===== src/rtl/mux_share_arbiter_if.sv =====
// mux_share_arbiter_if: request/data/grant bundle between two requesters and the shared-mux arbiter (stats signals present under ARB_STATS_EN)
interface mux_share_arbiter_if #(parameter int W = 1);
    logic         req0;
    logic         req1;
    logic [W-1:0] in0;
    logic [W-1:0] in1;
    logic         gnt0;
    logic         gnt1;
    logic         sel;
    logic [W-1:0] data_out;
    logic         out_valid;
`ifdef ARB_STATS_EN
    logic [7:0]   gcnt0;
    logic [7:0]   gcnt1;
    modport master (output req0, req1, in0, in1, input gnt0, gnt1, sel, data_out, out_valid, gcnt0, gcnt1);
    modport slave  (input req0, req1, in0, in1, output gnt0, gnt1, sel, data_out, out_valid, gcnt0, gcnt1);
`else
    modport master (output req0, req1, in0, in1, input gnt0, gnt1, sel, data_out, out_valid);
    modport slave  (input req0, req1, in0, in1, output gnt0, gnt1, sel, data_out, out_valid);
`endif
endinterface


===== src/rtl/mux_share_arbiter.sv =====
// mux_share_arbiter: two-way round-robin arbiter with bounded tenure driving a shared 2:1 mux and a registered output; ARB_STATS_EN adds grant-entry counters
module mux_share_arbiter #(
    parameter int W        = 1,
    parameter int MAX_HOLD = 4
) (
    input logic               clock,
    input logic               reset,
    mux_share_arbiter_if.slave bus
);
    localparam logic [1:0] IDLE = 2'd0;
    localparam logic [1:0] G0   = 2'd1;
    localparam logic [1:0] G1   = 2'd2;
    localparam logic [7:0] LAST = 8'(MAX_HOLD - 1);

    logic [1:0]   state_q, state_d;
    logic [7:0]   hold_q, hold_d;
    logic         prio_q, prio_d;
    logic         sel_q, sel_d;
    logic         valid_q;
    logic [W-1:0] data_q;
    logic         at_last;
    logic         entry;

    // next grant state, tenure counter, tie-break owner and mux select
    always_comb begin
        at_last = hold_q == LAST;
        state_d = IDLE;
        case (state_q)
            IDLE:    state_d = (bus.req0 & bus.req1) ? (prio_q ? G1 : G0) : bus.req0 ? G0 : bus.req1 ? G1 : IDLE;
            G0:      state_d = !bus.req0 ? (bus.req1 ? G1 : IDLE) : (at_last & bus.req1) ? G1 : G0;
            G1:      state_d = !bus.req1 ? (bus.req0 ? G0 : IDLE) : (at_last & bus.req0) ? G0 : G1;
            default: state_d = IDLE;
        endcase
        entry  = (state_d != IDLE) && (state_d != state_q);
        hold_d = (state_d == IDLE || entry || at_last) ? 8'd0 : hold_q + 8'd1;
        prio_d = entry ? (state_d == G0) : prio_q;
        sel_d  = (state_d == G1) ? 1'b1 : (state_d == G0) ? 1'b0 : sel_q;
    end

    // arbiter state registers
    always_ff @(posedge clock or posedge reset) begin
        if (reset) begin
            state_q <= IDLE;
            hold_q  <= 8'd0;
            prio_q  <= 1'b0;
            sel_q   <= 1'b0;
        end else begin
            state_q <= state_d;
            hold_q  <= hold_d;
            prio_q  <= prio_d;
            sel_q   <= sel_d;
        end
    end

    // capture the granted source one cycle after the grant; hold data when idle
    always_ff @(posedge clock or posedge reset) begin
        if (reset) begin
            valid_q <= 1'b0;
            data_q  <= '0;
        end else begin
            valid_q <= state_q != IDLE;
            if (state_q != IDLE) data_q <= sel_q ? bus.in1 : bus.in0;
        end
    end

    assign bus.gnt0      = state_q == G0;
    assign bus.gnt1      = state_q == G1;
    assign bus.sel       = sel_q;
    assign bus.out_valid = valid_q;
    assign bus.data_out  = data_q;

`ifdef ARB_STATS_EN
    logic [7:0] gcnt0_q, gcnt1_q;

    // saturating count of grant entries per requester
    always_ff @(posedge clock or posedge reset) begin
        if (reset) begin
            gcnt0_q <= 8'd0;
            gcnt1_q <= 8'd0;
        end else begin
            if (entry && state_d == G0 && gcnt0_q != 8'hFF) gcnt0_q <= gcnt0_q + 8'd1;
            if (entry && state_d == G1 && gcnt1_q != 8'hFF) gcnt1_q <= gcnt1_q + 8'd1;
        end
    end

    assign bus.gcnt0 = gcnt0_q;
    assign bus.gcnt1 = gcnt1_q;
`endif
endmodule


===== src/flat_wrapper.sv =====
// flat-port wrapper written by rule: the top's interface ports become plain ports
module mux_share_arbiter_flat 
#(
    parameter int W        = 1,
    parameter int MAX_HOLD = 4
)
  (clock, reset, bus_req0, bus_req1, bus_in0, bus_in1, bus_gnt0, bus_gnt1, bus_sel, bus_data_out, bus_out_valid);
  mux_share_arbiter_if #(.W(W)) bus_i ();
  input logic clock;
  input logic reset;
  input wire logic [$bits(bus_i.req0)-1:0] bus_req0;
  input wire logic [$bits(bus_i.req1)-1:0] bus_req1;
  input wire logic [$bits(bus_i.in0)-1:0] bus_in0;
  input wire logic [$bits(bus_i.in1)-1:0] bus_in1;
  output wire logic [$bits(bus_i.gnt0)-1:0] bus_gnt0;
  output wire logic [$bits(bus_i.gnt1)-1:0] bus_gnt1;
  output wire logic [$bits(bus_i.sel)-1:0] bus_sel;
  output wire logic [$bits(bus_i.data_out)-1:0] bus_data_out;
  output wire logic [$bits(bus_i.out_valid)-1:0] bus_out_valid;
  assign bus_i.req0 = bus_req0;
  assign bus_i.req1 = bus_req1;
  assign bus_i.in0 = bus_in0;
  assign bus_i.in1 = bus_in1;
  assign bus_gnt0 = bus_i.gnt0;
  assign bus_gnt1 = bus_i.gnt1;
  assign bus_sel = bus_i.sel;
  assign bus_data_out = bus_i.data_out;
  assign bus_out_valid = bus_i.out_valid;
  mux_share_arbiter #(.W(W), .MAX_HOLD(MAX_HOLD)) u_core (.clock(clock), .reset(reset), .bus(bus_i));
endmodule

===== config.mk =====
export PLATFORM = sky130hd
export DESIGN_NAME = mux_share_arbiter_flat
export DESIGN_NICKNAME = d
export VERILOG_FILES = /design/src/rtl/mux_share_arbiter_if.sv /design/src/rtl/mux_share_arbiter.sv /design/src/flat_wrapper.sv
export SDC_FILE = /design/constraint.sdc
export NUM_CORES = 1
export LEC_CHECK = 0
export ABC_AREA = 1
export ABC_CLOCK_PERIOD_IN_PS = 2600
export CAP_MARGIN = 20
export CORE_AREA = 2 2 54 46
export DETAILED_ROUTE_END_ITERATION = 16
export DIE_AREA = 0 0 56 48
export MAX_ROUTING_LAYER = met4
export PLACE_DENSITY = 0.65
export SLEW_MARGIN = 25
export SYNTH_ARGS = -nofsm -noshare
export SYNTH_HDL_FRONTEND = slang
export SYNTH_SLANG_ARGS = --single-unit

===== constraint.sdc =====
create_clock -name clock -period 2.6 [get_ports clock]
set_input_delay 0.39 -clock clock [delete_from_list [all_inputs] [get_ports clock]]
set_output_delay 0.39 -clock clock [all_outputs]
set_load 0.01 [all_outputs]

==> metrics.txt <==
run status=complete, no violations; hold-fix buffer count after cts=0; Max FO, Critical Path=8; crit path kind=reg2reg; Main synth FF type=dfrtp_1; Setup Buffers After CTS=0; synth cell count leaders=nand2_1 (19), inv_1 (16), dfrtp_1 (14), nor2_1 (14), nand3_1 (6); clk slew on worst S/H paths=around 0.080 ns; # rows=15; Boundary Pins=11; H-tree depth=1; Final Hold Vio Count=0; max-cap violations=0; largest family of logic cells by synthesized area=simple AND/OR/NAND/NOR gates; maximum buffer depth of the clock tree=2; Iteration-0 DRC Markers=14; Leakage=roughly 0.46 nW; Mapped Nets=~110; startpoint types=flip-flop; Post-synth EDFFs=0; Worst setup EP type=flip-flop; post-layout util=between 40% and 50%; Core ar.=roughly 0.0021 sq mm; area of the mapped netlist=roughly 810 sq um; DIE WIDTH=56 um; Fmax achieved=around 480 MHz; first drt pass iteration count=4; adder-cell share of the synthesized area=under 10%; Placer Congestion=~0.8; total negative setup slack=0 ns; synth unique cells=20; TritonCTS clock tree=built; Final Critical Period=roughly 2.1 ns; Slew Viols, Final=0; area share of the largest cell type after synthesis=around 43%; Yosys reg bits=14; WL/cell=about 10 um; most frequent cell after synthesis=nand2_1; drt total wl=approximately 1400 um; Slew Limit Headroom=around two thirds; Root Buffer=clkbuf_4; Worst Path Arrival=2.29 ns; xor and xnor fraction of the mapped netlist area=6.51%; maximum number of pins on one net before global-route repair=15; CTS Sinks=14; via count=~650; CTS Buf Count=3; CTS resizes=0; VDD IR max=a little under 0.5 mV; initial antenna violation count=0; GR Overflow Total=0; Critical Path RT=2.81 ns; P&R area growth vs syn=19.1%; Post-Syn Instances=between 90 and 100; Power per Cell Area=~890 mW/mm^2; simple-gate share of the synthesized area=29.8%; final setup skew=between 0.0005 and 0.0006 ns; initial core utilization=38.4%; DIE AREA=between 0.002 and 0.003 sq mm; Avg Inst Size Synth=just over 8 sq um; ANT cells=0; Ys Warns=0; post-DP HPWL=~1100 um; GRT Total Usage=between 10% and 20%; Synth Area in Compound Gates=between 5 and 6%; sequential element share of the synthesized area=a little over two fifths; main area contributors after synthesis=dfrtp_1 (43%), nand2_1 (8.8%), inv_1 (7.4%), nor2_1 (6.5%), ha_1 (6.2%); Final period util=80.2%; antenna viol nets, final=0; asr flop ratio synth=100%; Port Buffer Count=10; first-pass GRT wire length=approximately 2500 um; mux cell area share after synthesis=0%; Residual DRC=0; Nets=~120; share of layout cells above drive strength 1=11.7%; RSZ-0062 raised after global routing=false; final setup fails=0; Tightest Pin Transition=about 0.53 ns; vias in the first global route=588; Skew-Pair Late Insertion Delay=around 0.27 ns; vias per cell=approximately 4.8; Worst Hold Class=in2async; Die Y=48 um; post-synth top area cell=dfrtp_1; fillcell total=about 220; WHS=~0.44 ns
## kinds of logic after synthesis
| kind of cell | after synthesis |
|---|---|
| DFF | 14 |
| and+or+nand+nor | 48 |
| adders and majority gates | 4 |
| AOI/OAI and AO/OA | 8 |
| xor gates and xnor gates | 6 |
| buffers and inverters | 18 |
## worst paths after layout
check | startpoint | end | slack (ns) | cells after the start
setup / recovery | u_core.hold_q[0] | u_core.hold_q[4] | 0.51 | 12
hold / removal | reset | u_core.hold_q[3] | 0.44 | 2
setup reg to reg | u_core.hold_q[0] | u_core.hold_q[4] | 0.51 | 12
hold reg to reg | u_core.hold_q[0] | u_core.hold_q[0] | 0.46 | 1
max in group asynchronous | reset | u_core.prio_q | 1.81 | 2
min in group clock | u_core.hold_q[0] | u_core.hold_q[0] | 0.46 | 1
## registers in the layout, summed over array words and instances, names as in the netlist
signal                cells
u_core.hold_q             8
u_core.state_q            2
u_core.bus.data_out       1
u_core.bus.out_valid      1
u_core.bus.sel            1
u_core.prio_q             1
## worst max-delay path, stage by stage (launching register included)
cell and delay [ns]:
dfrtp_1 0.37, ha_1 0.21, nand2_1 0.10, nor2_4 0.15
nand3_2 0.10, nand2_1 0.07, nand2_1 0.06, nand3_1 0.14
inv_1 0.08, ha_1 0.21, a21oi_1 0.21, nand4_4 0.19
nor2_1 0.13
## power breakdown
part	internal [mW]	switching, mW
logic	0.177	0.248
clock network	0.0537	0.0656
registers	0.269	0.0426
total	0.500	0.356
## placed cells by master (no fill, tap or decap), drive strengths merged
cell type | netlist | final
o21ai | 3 | 3
nand4 | 2 | 2
nor2 | 16 | 16
xnor2 | 2 | 2
inv | 18 | 18
nor3 | 1 | 1
nand3 | 9 | 9
dfrtp | 14 | 14
ha | 4 | 4
nand2 | 20 | 20
a21oi | 4 | 4
o211ai | 1 | 1
clkbuf | 0 | 3
clkdlybuf4s50 | 0 | 10
xor2 | 4 | 4
## per-stage QoR
stage / std cells / setup slack (ns) / area (sq um) / power, mW
2_1_floorplan: 98 / 0.738 / 807 / 0.604
3_3_place_gp: 133 / 0.353 / 938 / 0.740
3_5_place_dp: 133 / 0.288 / 938 / 0.743
4_1_cts: 136 / 0.496 / 961 / 0.866
5_1_grt: 136 / 0.252 / 961 / 0.937
6_report: 136 / 0.514 / 961 / 0.856
## cell type report
| class | instances | area [sq um] | area share [%] |
|---|---|---|---|
| multi-input cells | 66 | 389 | 40.5 |
| flip-flops and latches | 14 | 350 | 36.5 |
| repair buffers | 10 | 100 | 10.4 |
| inverters | 18 | 67.6 | 7.03 |
| well taps | 25 | 31.3 | 3.26 |
| clock buffers | 3 | 22.5 | 2.34 |
## per-layer routing
layer,GRT usage (%),part of all wire [%],wire (um),vias up
met5,-,0,0,-
met4,7.14,1.1,16,0
met3,3.78,6.3,89,2
met2,20.2,40,567,20
met1,15.3,53,749,295
li1,-,-,-,332
Note: power is estimated with default switching activity, not from simulation.
